==> config.mk <==
export PLATFORM = sky130hd
export DESIGN_NAME = sc_level_lives_tracker
export DESIGN_NICKNAME = d
export VERILOG_FILES = /design/src/rtl/sc_level_lives_tracker.sv
export SDC_FILE = /design/constraint.sdc
export NUM_CORES = 1
export LEC_CHECK = 0
export CORE_ASPECT_RATIO = 1.5
export CORE_UTILIZATION = 55
export CTS_BUF_LIST = sky130_fd_sc_hd__clkbuf_8
export CTS_CLUSTER_SIZE = 8
export DETAILED_ROUTE_END_ITERATION = 10
export GPL_TIMING_DRIVEN = 0
export PLACE_DENSITY = 0.78
export SLEW_MARGIN = 20
export SYNTH_ARGS = -nofsm -noshare
export SYNTH_HDL_FRONTEND = slang
export SYNTH_SLANG_ARGS = --single-unit
==> constraint.sdc <==
create_clock -name SC_STATEMACHINEGENERAL_CLOCK_50 -period 2.3 [get_ports SC_STATEMACHINEGENERAL_CLOCK_50]
set_input_delay 0.345 -clock SC_STATEMACHINEGENERAL_CLOCK_50 [delete_from_list [all_inputs] [get_ports SC_STATEMACHINEGENERAL_CLOCK_50]]
set_output_delay 0.345 -clock SC_STATEMACHINEGENERAL_CLOCK_50 [all_outputs]
set_load 0.005 [all_outputs]
==> src/rtl/sc_level_lives_tracker.sv <==
// Level/lives datapath for the general game FSM: edge-detects the active-low strobes, applies post-hit holdoff.
// Events update state on the edge where the strobe is first sampled low; outputs decode registered state only.
module sc_level_lives_tracker #(
  parameter int LEVEL_WIDTH    = 3,
  parameter int MAX_LEVEL      = 4,
  parameter int LIVES_WIDTH    = 2,
  parameter int INIT_LIVES     = 3,
  parameter int HOLDOFF_CYCLES = 50000000
) (
  input  logic                   SC_STATEMACHINEGENERAL_CLOCK_50,
  input  logic                   SC_STATEMACHINEGENERAL_RESET_InHigh,
  input  logic                   clear_InLow,
  input  logic                   contador_niveles_InLow,
  input  logic                   contador_vidas_InLow,
  output logic [LEVEL_WIDTH-1:0] level_Out,
  output logic [LIVES_WIDTH-1:0] lives_Out,
  output logic                   COMPARATOR_LEVELS_Out,
  output logic                   Losing_OutLow,
  output logic                   holdoff_busy_Out
);

  localparam int HOLD_W = $clog2(HOLDOFF_CYCLES + 1);

  localparam logic [1:0] ST_PLAY     = 2'd0;
  localparam logic [1:0] ST_HOLDOFF  = 2'd1;
  localparam logic [1:0] ST_WIN      = 2'd2;
  localparam logic [1:0] ST_GAMEOVER = 2'd3;

  localparam logic [LEVEL_WIDTH-1:0] MAX_LEVEL_C  = LEVEL_WIDTH'(MAX_LEVEL);
  localparam logic [LIVES_WIDTH-1:0] INIT_LIVES_C = LIVES_WIDTH'(INIT_LIVES);
  localparam logic [HOLD_W-1:0]      HOLD_LOAD    = HOLD_W'(HOLDOFF_CYCLES - 1);

  logic [1:0]             state, state_nxt;
  logic [LEVEL_WIDTH-1:0] level, level_nxt, level_inc;
  logic [LIVES_WIDTH-1:0] lives, lives_nxt, lives_dec;
  logic [HOLD_W-1:0]      hold_cnt, hold_nxt;
  logic                   prev_niveles, prev_vidas;
  logic                   lvl_ev, vid_ev;

  // Falling-edge detect: a strobe held low counts once.
  assign lvl_ev    = prev_niveles & ~contador_niveles_InLow;
  assign vid_ev    = prev_vidas & ~contador_vidas_InLow;
  assign level_inc = level + LEVEL_WIDTH'(1);
  assign lives_dec = (lives == '0) ? '0 : lives - LIVES_WIDTH'(1);

  always_comb begin
    state_nxt = state;
    level_nxt = level;
    lives_nxt = lives;
    hold_nxt  = hold_cnt;
    if (!clear_InLow) begin
      state_nxt = ST_PLAY;
      level_nxt = '0;
      lives_nxt = INIT_LIVES_C;
      hold_nxt  = '0;
    end else begin
      case (state)
        ST_PLAY: begin
          // A hit wins over a same-cycle level-up; the level event is dropped.
          if (vid_ev) begin
            lives_nxt = lives_dec;
            if (lives_dec == '0) begin
              state_nxt = ST_GAMEOVER;
            end else begin
              state_nxt = ST_HOLDOFF;
              hold_nxt  = HOLD_LOAD;
            end
          end else if (lvl_ev) begin
            level_nxt = level_inc;
            if (level_inc == MAX_LEVEL_C) state_nxt = ST_WIN;
          end
        end
        ST_HOLDOFF: begin
          if (lvl_ev) level_nxt = level_inc;
          if (lvl_ev && level_inc == MAX_LEVEL_C) begin
            state_nxt = ST_WIN;
            hold_nxt  = '0;
          end else if (hold_cnt == '0) begin
            state_nxt = ST_PLAY;
          end else begin
            hold_nxt = hold_cnt - HOLD_W'(1);
          end
        end
        ST_WIN, ST_GAMEOVER: begin
          state_nxt = state;
        end
        default: begin
          state_nxt = ST_PLAY;
        end
      endcase
    end
  end

  always_ff @(posedge SC_STATEMACHINEGENERAL_CLOCK_50 or posedge SC_STATEMACHINEGENERAL_RESET_InHigh) begin
    if (SC_STATEMACHINEGENERAL_RESET_InHigh) begin
      state        <= ST_PLAY;
      level        <= '0;
      lives        <= INIT_LIVES_C;
      hold_cnt     <= '0;
      prev_niveles <= 1'b1;
      prev_vidas   <= 1'b1;
    end else begin
      state        <= state_nxt;
      level        <= level_nxt;
      lives        <= lives_nxt;
      hold_cnt     <= hold_nxt;
      prev_niveles <= contador_niveles_InLow;
      prev_vidas   <= contador_vidas_InLow;
    end
  end

  assign level_Out             = level;
  assign lives_Out             = lives;
  assign COMPARATOR_LEVELS_Out = (state == ST_WIN);
  assign Losing_OutLow         = (state != ST_GAMEOVER);
  assign holdoff_busy_Out      = (state == ST_HOLDOFF);

endmodule

; ---- Word-level counts from Yosys, hierarchy flattened
; Index checks and enable logic that the tools add are counted.
[word_totals]
reg_bits = 35
input_bits = 5
output_inout_bits = 8
wordCells = 61
[op_classes]
bitwise_logic = 4
reduce_logical = 10
n_addsub = 3
muxes = 22
n_eq_ne = 16
[op_table]
columns = op, count
row1 = $mux 26, 5
row2 = $pmux 26 s2, 1
row3 = $logic_not 26->1, 1
row4 = $sub 26x1->26 const B, 1
row5 = $mux 2, 11
row6 = $ne 4x4->1 const B, 3
row7 = $mux 3, 3
row8 = $ne 3x3->1 const B, 3
row9 = $reduce_and 4->1, 2
row10 = $logic_not 2->1, 3
row11 = $pmux 3 s2, 1
row12 = $eq 2x2->1 const B, 2
row13 = $ne 2x1->1 const B, 2
row14 = $ne 2x2->1 const B, 2
row15 = $ne 4x2->1 const B, 1
row16 = $pmux 2 s2, 1
row17 = $reduce_and 2->1, 2
row18 = $add 3x1->3 const B, 1
row19 = $eq 3x3->1 const B, 1
row20 = $ne 3x1->1 const B, 1
row21 = $and 1x1->1, 2
row22 = $eq 2x1->1 const B, 1
row23 = $not 1->1, 2
row24 = $reduce_or 2->1, 1
row25 = 2 further kinds, 2

; ---- Logic depth before layout (Yosys ltp)
[logic_depth]
depth_word = 7
mapped_depth = 8
ltp_nobuf = 7

; ---- Worst setup path before layout
; Ideal clock, no wire load.
[synth_path]
path_kind = register to register
startpoint = register hold_cnt[10]
endpoint = register hold_cnt[25]
stages_incl_launch_ff = 9
path_buffers = 3
synth_period_minus_slack_ns = 2.430
required_time_ns = 2.175
setup_time_ns = 0.125
arrival_ns = 2.305
setup_slack_ns = -0.130
cell_sequence = dfrtp_1 > or4_1 > buf_2 > or4_4 > buf_6 > o31a_4 > nand2_4 > buf_12 > o22ai_2
[synth_via]
elab_chain_len = 5
elab_cells_between_ends = 8
cone_classes = 1 x add/sub / 1 x eq/ne / 4 x mux / 2 x reduce/logical
[synth_rtl]
columns = item, line
row1 = start: declaration, 36  ; logic [HOLD_W-1:0] hold_cnt, hold_nxt;
row2 = start signal: assignment, 106  ; hold_cnt <= hold_nxt;
row3 = $sub 26x1->26, 81  ; hold_nxt = hold_cnt - HOLD_W'(1);
row4 = $mux 26, 78  ; end else if (hold_cnt == '0) begin
row5 = $mux 26, 75  ; if (lvl_ev && level_inc == MAX_LEVEL_C) begin
row6 = $pmux 26 s2, 57  ; case (state)
row7 = $mux 26, 51  ; if (!clear_InLow) begin
; Several ways; a longest one is shown, not always the timed one. The select of a mux whose other input is x is not followed.
; A chain may end at the register's enable or synchronous reset.

; ---- Worst setup path in the final report
[layout_path]
startpoint = register hold_cnt[10]
endpoint = register hold_cnt[17]
; The elaborated chain is that of the path after synthesis.

==> results.ini <==
[power_and_ir_drop]
share_comb_of_total_power_pct=25.5
switching_share_pct=32.4
p_int_mw=1.14
clockPowerShare_pct=29.0
seqPwrFrac_pct=45.5
power_density_nw_per_um2=649
p_leak_nw=1.12
p_switching_mw=0.547
peakVddDrop_mv=0.557

[place]
port-buffer-count=12
pre_cts_ws_ns=-0.558
place_congestion=0.917
place_hpwl_um=3770

[routing]
drt_pass1_iterations=5
wire_per_inst_um=18.5
antenna_left=0
via_count=2183
drt_iter0_markers=123
wl_um=5840
drc=0
viasPerCell=6.91

[critical_path]
rrSetupSlack_ns=-0.04
setup.worst_path.end_class=flip-flop
timing.rr.end=hold_cnt[17]$_DFFE_PP0P_
cp_data_required_time_ns=2.48
arrival_ns=2.52
crit_fanout=6
r2r_cells=6
r2r-start=hold_cnt[10]$_DFFE_PP0P_
start_kind=flip-flop
path_class=reg -> reg

[logic_synthesis]
synth.most_common_cell=dfrtp_1
synth_seq_cells=35
synth.distinct_cells=49
syn_nets=248
syn_area_um2=2120
synthTopCellsByArea=dfrtp_1, o21ai_0, dfstp_2
synth-edff-count=0
ys_warn_count=0
synth_largest_area_cell=dfrtp_1
synthArstFlopShare_pct=100
syn_inst=240
synth.top_cell.area_share_pct=36.6
syn_avg_cell_area_um2=8.83
synth_flop_cell=dfrtp_1
ys_top_cells_by_count=dfrtp_1, nor2_1, o21ai_0
yosysSeqAreaShare_pct=41.6

[sta]
clock_skew_ns=0.00877
slew_headroom_pct=46.3
maxSlewViolCount=0
period_share_pct=102
period_needed_ns=2.34
hold_violations=0
worst_pin_slew_ns=0.805
tns_ns=-0.205
final.setup.worst_slack_ns=-0.0378
fmax_mhz=428
rsz0062_at_grt=true
hold_ws_ns=0.478
setup-violations-final=9

[worst_hold_path]
hp-class=in -> reg
hp-start=contador_vidas_InLow
holdPathStages=1
hold_end=prev_vidas$_DFF_PP1_

[floorplan]
die_x_um=52.7
ios=13
rows=27
initial_core_util_pct=57.5
core_area_um2=3680
fp.dieH_um=78.0
fp.dieArea_um2=4110

[status]
outcome=finished, violations left
violations=setup timing

[clocking]
cts-root-buf=clkbuf_8
cts_sinks=35
clock_latency_ns=0.29
cts_max_path_buffers=2
htree_levels=2
cts_tree=yes
cts_inserted_buffers=5
clkTransAtPathRegs_ns=0.07

[layout]
areaGrowthSynthToFinish_pct=22.9
nets=280
n_fill_cell=261
drive_gt1_share_pct=21.2
num_antenna_cells=0

[global_route]
track_usage_pct=31.7
grt_pass1_vias=2126
grt_max_degree=36
grt_pass1_wl_um=9670
grt_overflow_total=0
antenna_found_initial=0

[job]
maxCapViolations=0

## layout by cell type, fill, tap and decap left out, types with 6 or more instances in the layout
| master | instances |
|---|---|
| dfrtp_1 | 31 |
| nor2_1 | 24 |
| o21ai_0 | 21 |
| nand2_1 | 20 |
| a31oi_1 | 15 |
| buf_4 | 13 |
| clkdlybuf4s50_1 | 12 |
| a21oi_1 | 11 |
| nor3_1 | 10 |
| inv_1 | 9 |
| o21ai_2 | 8 |
| clkbuf_8 | 7 |
| or3_1 | 6 |
| nand3_1 | 6 |
## worst max-delay path by stage
| stage | start | endpoint | slack (ns) |
|---|---|---|---|
| 2_1_floorplan | hold_cnt[9]$_DFFE_PP0P_ | hold_cnt[25]$_DFFE_PP0P_ | -0.01 |
| 3_3_place_gp | contador_vidas_InLow | hold_cnt[19]$_DFFE_PP0P_ | -0.61 |
| 3_5_place_dp | clear_InLow | hold_cnt[24]$_DFFE_PP0P_ | -0.56 |
| 4_1_cts | hold_cnt[10]$_DFFE_PP0P_ | hold_cnt[17]$_DFFE_PP0P_ | -0.11 |
| 5_1_grt | hold_cnt[10]$_DFFE_PP0P_ | hold_cnt[21]$_DFFE_PP0P_ | -0.09 |
| 6_report | hold_cnt[10]$_DFFE_PP0P_ | hold_cnt[17]$_DFFE_PP0P_ | -0.04 |
## critical path, cell delays in order (launching register included)
cell	delay, ns
dfrtp_1	0.38
or4_4	0.55
or4_4	0.49
o31a_4	0.38
nand2_4	0.09
bufbuf_16	0.27
o21ai_2	0.06
## layer usage
layer,wire (um),global-route usage [%]
met2,2970,50.0
met1,2140,38.0
met5,0,0
met3,468,7.25
met4,266,19.2
## repair_timing
| action | 4_1_cts | 5_1_grt |
|---|---|---|
| pin swaps | 7 | 3 |
| setup buffers | 12 | 2 |
| gates cloned | 1 | 0 |
| gates resized for setup | 10 | 9 |
| hold buffers | 0 | 0 |
| endpoints found under the setup margin | 28 | 28 |
## cell families (layout without fill, tap and decap cells)
| kind of cell | count (synthesis) | in the layout | share of synthesized area (%) |
|---|---|---|---|
| compound gates | 82 | 82 | 26.9 |
| xor+xnor | 1 | 1 | 0.414 |
| fa+ha+maj | 3 | 3 | 1.77 |
| simple gates | 98 | 98 | 23.9 |
| buf+inv | 20 | 53 | 4.90 |
| mux | 1 | 1 | 0.473 |
| flops | 35 | 35 | 41.6 |
## sequential cells by signal, indices dropped and copies added (netlist names)
| signal | flops |
|---|---|
| level_Out | 3 |
| hold_cnt | 26 |
| lives_Out | 2 |
| prev_niveles | 1 |
| prev_vidas | 1 |
| state | 2 |
## power by group through the flow
stage | clock network [mW] | registers (mW) | logic, mW
after global placement | 0 | 0.767 | 0.362
after detailed placement | 0 | 0.770 | 0.371
after global routing | 0.520 | 0.778 | 0.470
after floorplan | 0 | 0.753 | 0.281
final | 0.491 | 0.770 | 0.431
after CTS | 0.490 | 0.761 | 0.407
## final cells by class
cell class	count	area, um^2	share of cell area, %
repair buffers	27	270	10.4
clock inverters	1	3.75	0.144
plain buffers	9	63.8	2.45
flip-flops and latches	35	881	33.8
inverters	9	33.8	1.30
multi-input cells	185	1200	46.1
well taps	43	53.8	2.07
clock buffers	7	96.3	3.70
## metrics by stage
stage                     power, mW  area [um^2]  utilization (%)  cells
final                          1.69         2600             70.7    316
after global routing           1.77         2600             70.7    316
after CTS                      1.66         2560             69.5    314
after detailed placement       1.14         2310             62.6    295
after global placement         1.13         2300             62.4    295
after floorplan                1.03         2120                -    240
No activity file was read; power rests on OpenSTA's default activity.
